$ cat src/rtl/reciprocal_seq.sv
// Multi-cycle signed Q(M.N) reciprocal: normalise |x| with a leading-zero count,
// then a bit-serial restoring divide of 2^(2W-1) by the normalised operand.

module lzc #(
  parameter int WIDTH = 32,
  parameter int CW    = $clog2(WIDTH) + 1
) (
  input  logic [WIDTH-1:0] i_data,
  output logic [CW-1:0]    o_count
);
  // Scan upward so the highest set bit has the final say; all-zero yields WIDTH.
  always_comb begin
    o_count = CW'(WIDTH);
    for (int i = 0; i < WIDTH; i++) begin
      if (i_data[i]) o_count = CW'(WIDTH - 1 - i);
    end
  end
endmodule

// state | meaning
// IDLE  | in_ready high, waiting for an operand
// NORM  | register |x| normalised and its lz count, seed the divider
// DIV   | W+1 restoring-division steps, one quotient bit per cycle
// FIX   | scale quotient back, apply sign and saturation
// DONE  | result held on out_data until out_ready
module reciprocal_seq #(
  parameter int M = 12,
  parameter int N = 12
) (
  input  logic             clk,
  input  logic             reset_n,
  input  logic             in_valid,
  output logic             in_ready,
  input  logic [M+N-1:0]   in_data,
  output logic             out_valid,
  input  logic             out_ready,
  output logic [M+N-1:0]   out_data,
  output logic             out_sat,
  output logic             busy
);
  localparam int W   = M + N;
  localparam int LZW = 6;
  localparam int CW  = $clog2(W + 1);
  localparam logic [W:0] REM_INIT = (W+1)'(1) << (W - 2);
  localparam logic [W:0] MINMAG   = (W+1)'(1) << (W - 1);
  localparam logic [W:0] MAXP     = MINMAG - (W+1)'(1);

  typedef enum logic [2:0] {IDLE, NORM, DIV, FIX, DONE} state_t;

  state_t         r_state;
  logic [W-1:0]   r_x;
  logic           r_neg;
  logic           r_zero;
  logic [W-1:0]   r_d;
  logic [LZW-1:0] r_lz;
  logic [W:0]     r_rem;
  logic [W:0]     r_q;
  logic [CW-1:0]  r_cnt;
  logic           r_in_ready;
  logic           r_busy;
  logic           r_out_valid;
  logic [W-1:0]   r_out_data;
  logic           r_out_sat;

  logic [W-1:0]   w_ax;
  logic [31:0]    w_lzc_in;
  logic [LZW-1:0] w_lz;
  logic [W-1:0]   w_d;
  logic [W:0]     w_rem_sh;
  logic           w_ge;
  logic [W:0]     w_rem_nxt;
  logic [LZW-1:0] w_shamt;
  logic [W:0]     w_mag;
  logic [W-1:0]   w_res;
  logic           w_sat;

  // Two's-complement negate of the most negative code wraps to 2^(W-1), which is the right magnitude.
  assign w_ax     = r_neg ? (W'(0) - r_x) : r_x;
  assign w_lzc_in = 32'(w_ax) << (32 - W);

  lzc #(.WIDTH(32), .CW(LZW)) u_lzc (
    .i_data  (w_lzc_in),
    .o_count (w_lz)
  );

  assign w_d       = w_ax << w_lz;
  assign w_rem_sh  = r_rem << 1;
  assign w_ge      = (w_rem_sh >= {1'b0, r_d});
  assign w_rem_nxt = w_ge ? (w_rem_sh - {1'b0, r_d}) : w_rem_sh;

  // Quotient is 2^(2W-1)/(ax<<lz); shifting by (2M-1-lz) rescales it to 2^(2N)/ax.
  assign w_shamt = LZW'(2 * M - 1) - r_lz;
  assign w_mag   = r_q >> w_shamt;

  always_comb begin
    w_res = '0;
    w_sat = 1'b0;
    if (r_zero) begin
      w_res = MAXP[W-1:0];
      w_sat = 1'b1;
    end else if (!r_neg) begin
      if (w_mag > MAXP) begin
        w_res = MAXP[W-1:0];
        w_sat = 1'b1;
      end else begin
        w_res = w_mag[W-1:0];
      end
    end else begin
      if (w_mag > MINMAG) begin
        w_res = MINMAG[W-1:0];
        w_sat = 1'b1;
      end else begin
        w_res = W'(0) - w_mag[W-1:0];
      end
    end
  end

  always_ff @(posedge clk or negedge reset_n) begin
    if (!reset_n) begin
      r_state     <= IDLE;
      r_x         <= '0;
      r_neg       <= 1'b0;
      r_zero      <= 1'b0;
      r_d         <= '0;
      r_lz        <= '0;
      r_rem       <= '0;
      r_q         <= '0;
      r_cnt       <= '0;
      r_in_ready  <= 1'b1;
      r_busy      <= 1'b0;
      r_out_valid <= 1'b0;
      r_out_data  <= '0;
      r_out_sat   <= 1'b0;
    end else begin
      case (r_state)
        IDLE: begin
          if (in_valid) begin
            r_x        <= in_data;
            r_neg      <= in_data[W-1];
            r_in_ready <= 1'b0;
            r_busy     <= 1'b1;
            r_state    <= NORM;
          end
        end
        NORM: begin
          r_d     <= w_d;
          r_lz    <= w_lz;
          r_zero  <= (w_ax == '0);
          r_rem   <= REM_INIT;
          r_q     <= '0;
          r_cnt   <= CW'(W);
          r_state <= DIV;
        end
        DIV: begin
          r_rem <= w_rem_nxt;
          r_q   <= {r_q[W-1:0], w_ge};
          if (r_cnt == '0) r_state <= FIX;
          else             r_cnt   <= r_cnt - CW'(1);
        end
        FIX: begin
          r_out_data  <= w_res;
          r_out_sat   <= w_sat;
          r_out_valid <= 1'b1;
          r_state     <= DONE;
        end
        DONE: begin
          if (out_ready) begin
            r_out_valid <= 1'b0;
            r_in_ready  <= 1'b1;
            r_busy      <= 1'b0;
            r_state     <= IDLE;
          end
        end
        default: r_state <= IDLE;
      endcase
    end
  end

  assign in_ready  = r_in_ready;
  assign busy      = r_busy;
  assign out_valid = r_out_valid;
  assign out_data  = r_out_data;
  assign out_sat   = r_out_sat;
endmodule

$ cat config.mk
export PLATFORM = sky130hd
export DESIGN_NAME = reciprocal_seq
export DESIGN_NICKNAME = d
export VERILOG_FILES = /design/src/rtl/reciprocal_seq.sv
export SDC_FILE = /design/constraint.sdc
export NUM_CORES = 1
export LEC_CHECK = 0
export ABC_AREA = 1
export CAP_MARGIN = 20
export CORE_MARGIN = 2
export CORE_UTILIZATION = 60
export CTS_CLUSTER_SIZE = 25
export DETAILED_ROUTE_END_ITERATION = 8
export PLACE_DENSITY_LB_ADDON = 0.05
export SYNTH_ARGS = -nofsm -noshare
export SYNTH_HDL_FRONTEND = slang
export SYNTH_SLANG_ARGS = --single-unit
$ cat constraint.sdc
create_clock -name clk -period 8.9 [get_ports clk]
set_input_delay 1.335 -clock clk [delete_from_list [all_inputs] [get_ports clk]]
set_output_delay 1.335 -clock clk [all_outputs]
set_load 0.05 [all_outputs]
==> metrics, run 1 <==
clk buf depth=2; vias in the first global route=about 9700; Worst-path clk slew=0.06 ns; register area share after synthesis=between 30% and 40%; Detailed Routing Iterations Pass 1=5; htree depth=4; full die area=roughly 19000 µm²; post-synth top area share=32.9%; Mapped Avg Cell Area=just under 7 µm²; max-slew violation count=0; antenna viol nets, final=0; post-synth cell types=a little under 60; Detailed Place HPWL=between 15 and 20 mm; TritonCTS Sinks=140; CTS Hold Buffers Added=0; CP Data Required Time=just over 9 ns; Final Util=68.1%; # setup viols final=0; Async SR Flop Fraction=100%; Rel. slew slack=33.4%; Cell Area, Synth=roughly 11000 µm²; Tmin final=~5 ns; post-cts gate resize count=0; top cells by area, synth=dfrtp_1 (33%), nand2_1 (14%), nand3_1 (7.8%), inv_1 (6.2%), o21ai_0 (6.0%); Die Ht=roughly 140 µm; Syn-to-layout area delta=11.0%; Worst setup EP type=flop; CP arrival=roughly 5.3 ns; initial antenna violation count=0; Nets=about 1600; grt total ovfl=0; buffers and inverters on the worst path=2; routed via count=10300; Iter 0 DRT Violations=around 860; I/O pins=56; Syn Nets=approximately 1600; first-pass GRT wire length=approximately 46 mm; Num CTS Buffers=17; Vias per Instance=5.69; Routed WL=~27 mm; Fin. Hold Viols=0; worst hold path class=flop to flop; Fmax=about 200 MHz; #FFs+latches synth=140; commonest cells in the netlist=nand2_1 (389), inv_1 (174), nand3_1 (164), dfrtp_1 (139), o21ai_0 (127); Warnings, synthesis=0; Clk Latency, worst-skew pair=0.44 ns; worst setup margin=roughly 4.0 ns; final clock skew=roughly 0.014 ns; largest net degree at the start of global routing=93; Crit path max-delay family=simple AND/OR/NAND/NOR gates; setup TNS=0 ns; DP Worst Slack=roughly 4.2 ns; crit path max fanout=34; diode count=0; fin crit share=a little over half; CTS tree=yes; most used cell, CP=nand2_1; drt drc=0; cell count after synthesis=1557; port bufs=between 50 and 60; Synth area leader=dfrtp_1; CP Launch Type=flop; Initial Util=approximately three fifths; clock root buffer=clkbuf_16; Post-synth EDFFs=0; wire per inst=15.2 µm; # Max-Cap Violations=0; status=completed; Global Route Usage Sum=a little under a third; Die X-Extent=about 140 µm; WS Path Type=flop to flop; Top FF cell, synth=dfrtp_1; fillers=about 1600; gpl congestion=between 0.9 and 1; Least-Margin Pin Slew=roughly 1 ns; slowest cell on the critical path=nand2_1; Setup Fix Bufs, Post-CTS=0; CP peak stage delay=between 0.6 and 0.7 ns; Core Area=about 17000 µm²; RSZ-0062 raised after global routing=no; count leader, synth=nand2_1; row count=48; share of layout cells above drive strength 1=approximately 5.4%
-- routing by layer --
metal,global-route usage (%),vias up,share of wire (%)
met5,0,-,0
met4,9.32,0,1.7
met3,5.15,45,4.0
met2,53.0,251,50
met1,39.4,4812,44
li1,-,5164,-
-- sequential cells by signal, indices dropped and copies added (netlist names) --
signal and flops:
r_q 25, in_ready 1, out_data 24, out_sat 1
r_zero 1, r_lz 6, r_state 3, r_x 24
busy 1, r_d 24, out_valid 1, r_rem 24
r_cnt 5
-- metrics by stage --
| stage | cells | hold slack (ns) | instance area, µm² |
|---|---|---|---|
| 2_1_floorplan | 1557 | 0.449 | 10600 |
| 6_report | 1804 | 0.472 | 11700 |
| 3_5_place_dp | 1773 | 0.465 | 11100 |
| 5_1_grt | 1804 | 0.499 | 11700 |
| 3_3_place_gp | 1773 | 0.451 | 11100 |
| 4_1_cts | 1803 | 0.477 | 11700 |
-- worst paths after layout --
check / from / end / slack, ns / cells past startpoint
worst min register to register: in_ready / in_ready / 0.47 / 2
worst max-delay path: r_x[23] / r_d[18] / 4.01 / 31
min in group asynchronous: reset_n / out_data[5] / 0.95 / 1
worst max register to register: r_x[23] / r_d[18] / 4.01 / 31
max in group asynchronous: reset_n / r_q[0] / 6.79 / 2
worst min-delay path: in_ready / in_ready / 0.47 / 2
-- area by class of cell --
class	instances	area [µm²]	area share, %
multi-input combinational	1164	6040	51.5
sequential	140	3500	29.9
inverter	181	681	5.80
timing repair buffer	64	632	5.39
clock buffer	17	425	3.63
tap	225	282	2.40
clock inverter	13	170	1.45
-- worst register-to-register path: cells and delay by family, from the launching register on --
family	cells	cell delay (ns)
flops	1	0.32
compound gates	3	0.69
simple gates	26	2.95
buf+inv	2	0.87
-- layout by cell type (no fill, tap or decap), types with 3 or more instances in the layout --
cell             count
a21oi_1             90
dfrtp_1            139
inv_1              173
clkbuf_16           17
inv_2                7
nor2_1             122
or2_1                3
o221ai_1             4
o21ai_0            127
o22ai_1             32
ha_1                31
mux2i_1             11
nor3_2               5
xor2_1              39
clkdlybuf4s50_1     54
o21ai_2              3
nor2_2               3
xnor2_1             13
o21ai_1             38
nand2_1            389
and2_1               3
nor4_1               3
nand3_1            164
nand4_1             16
or2_2                3
nand2_2              7
buf_4                8
clkinv_2             3
o211ai_1             8
clkinv_4             4
a31oi_1              5
nor2_4               6
bufinv_16            3
nor3_1              11
-- logic make-up (layout without fill, tap and decap cells) --
kind of cell	Yosys count	in the layout	share of synthesized area, %
AOI/OAI and AO/OA	325	325	17.1
muxes	12	12	1.26
adders and majority gates	32	32	3.86
DFF	140	140	33.2
buffers and inverters	253	275	9.84
xor gates and xnor gates	52	52	4.31
and+or+nand+nor	743	743	30.5
Power of run 1 is not shown: default switching activity piles up to over one toggle a cycle in this logic, so the estimate is an artifact.
==> inputs of run 2 (changes only) <==
Clock period 8.9 ns to 4.5 ns, I/O delays scaled along.
==> run 2 against run 1 <==
- die area is the same
- critical path depth shrank 9
- flip-flop and latch count is the same
- first-iteration DRC count shrank 6.8%
- maximum frequency grew 24%
- non-clock buffer count grew 17
- clock-buffer cell count grew 2
- wire length grew 0.24%
==> metrics, run 2 (synthesis results as in run 1) <==
Initial Util=61.3% (unchanged); I/O pins=56 (unchanged); diode count=0 (unchanged); Clk Latency, worst-skew pair=0.43 ns (about the same); full die area=18700 µm² (unchanged); gpl congestion=0.974 (+3.7%); clock root buffer=clkbuf_16; final clock skew=0.0106 ns (-0.00370 ns); most common cell after layout, fill and taps aside=nand2_1; Worst-path clk slew=0.07 ns (about the same); wire per inst=15.0 µm (-0.81%); Fin. Hold Viols=0 (unchanged); Detailed Place HPWL=20.0 mm (+3.0%); row count=48 (unchanged); RSZ-0062 raised after global routing=no; grt total ovfl=0 (unchanged); TritonCTS Sinks=140 (unchanged); Global Route Usage Sum=30.6% (-0.13 points); htree depth=4 (unchanged); first-pass GRT wire length=46.4 mm (+0.85%); antenna viol nets, final=0 (unchanged); initial antenna violation count=0 (unchanged); Fmax=253 MHz (+24%); largest net degree at the start of global routing=87 (-6.5%); DP Worst Slack=0.656 ns (-3.54 ns); routed via count=10400 (+1.1%); drt drc=0 (unchanged); Num CTS Buffers=17 (unchanged); Tmin final=3.95 ns (-0.937 ns); worst setup margin=0.548 ns (-3.46 ns); status=completed; Syn-to-layout area delta=12.5%; crit path max fanout=22 (-35%); commonest non-fill, non-tap cells in the layout=nand2_1 (389), inv_1 (173), nand3_1 (164); CP Launch Type=flop; CTS Hold Buffers Added=0 (unchanged); Largest Register=r_q; Routed WL=27.4 mm (+0.24%); Iter 0 DRT Violations=803 (-6.8%); # Max-Cap Violations=0 (unchanged); # setup viols final=0 (unchanged); Least-Margin Pin Slew=0.998 ns (+0.00168 ns); max-slew violation count=0 (unchanged); Vias per Instance=5.70 (about the same); setup TNS=0 ns (unchanged); share of layout cells above drive strength 1=6.57% (+1.2 points); fin crit share=87.8% (+33 points); clk buf depth=2 (unchanged); Core Area=17200 µm² (unchanged); port bufs=55 (unchanged); max reg flops=25 (unchanged); WS Path Type=flop to flop; vias in the first global route=9842 (+1.9%); Rel. slew slack=33.1% (-0.31 points); CTS tree=yes; Die Ht=137 µm (unchanged); CP arrival=4.27 ns (-0.98 ns); CP Data Required Time=4.82 ns (-4.44 ns); Hold Worst Slack=0.280 ns (-0.192 ns); Worst setup EP type=flop; Die X-Extent=137 µm (unchanged); Reg2Reg Depth=22 (-29%); fillers=1536 (-3.4%); Nets=1645 (+1.0%); Detailed Routing Iterations Pass 1=5 (unchanged); worst hold path class=input port to asynchronous set/reset pin
## run 2: layer usage
metal / GRT usage [%] / share of wire, % / vias to the layer above
met5: 0 / 0 / -
met4: 9.66 / 2.2 / 0
met3: 4.85 / 4.4 / 56
met2: 52.8 / 50 / 284
met1: 39.2 / 44 / 4843
li1: - / - / 5200
## run 2: cell type report
type / count / area (µm²) / area share (%)
clock buffer: 19 / 453 / 3.81
clock inverter: 13 / 181 / 1.53
inverter: 181 / 681 / 5.73
multi-input combinational: 1164 / 6040 / 50.8
sequential: 140 / 3500 / 29.5
tap: 225 / 282 / 2.37
timing repair buffer: 81 / 747 / 6.28
## run 2: path summary, 6_finish.rpt
| path | to | slack [ns] | start |
|---|---|---|---|
| min reg2reg | r_d[22] | 0.48 | r_d[22] |
| max in group asynchronous | in_ready | 3.27 | reset_n |
| max reg2reg | out_data[23] | 0.55 | r_lz[0] |
| min in group clk | r_d[22] | 0.48 | r_d[22] |
| max | out_data[23] | 0.55 | r_lz[0] |
| min | out_data[19] | 0.28 | reset_n |
## run 2: worst max-delay path, cell delays in order (launching register included)
cell	delay, ns
dfrtp_1	0.70
buf_4	0.29
o21ai_1	0.11
or2_1	0.21
o21ai_1	0.10
mux2i_1	0.13
o221ai_1	0.23
o21ai_1	0.21
inv_1	0.12
ha_1	0.17
inv_1	0.08
nor2_4	0.19
nand4_4	0.13
nor2_4	0.15
nand3_4	0.12
nor2_4	0.13
nand4_1	0.12
nand2_2	0.12
nand2_2	0.07
clkinv_2	0.21
nand3_1	0.10
nand2_1	0.08
nand2_1	0.06
## run 2: metrics by stage
step	instance area (µm²)	instances	util, %
6_report	11900	1823	69.0
3_5_place_dp	11200	1791	65.3
4_1_cts	11900	1823	68.9
2_1_floorplan	10600	1557	-
3_3_place_gp	11200	1791	65.3
5_1_grt	11900	1823	69.0
## run 2: what timing repair did
| action | 4_1_cts | 5_1_grt |
|---|---|---|
| setup endpoints to repair | 0 | 2 |
| setup buffers | 0 | 0 |
| gates resized for setup | 0 | 1 |
Power of run 2 is left out for the same reason.
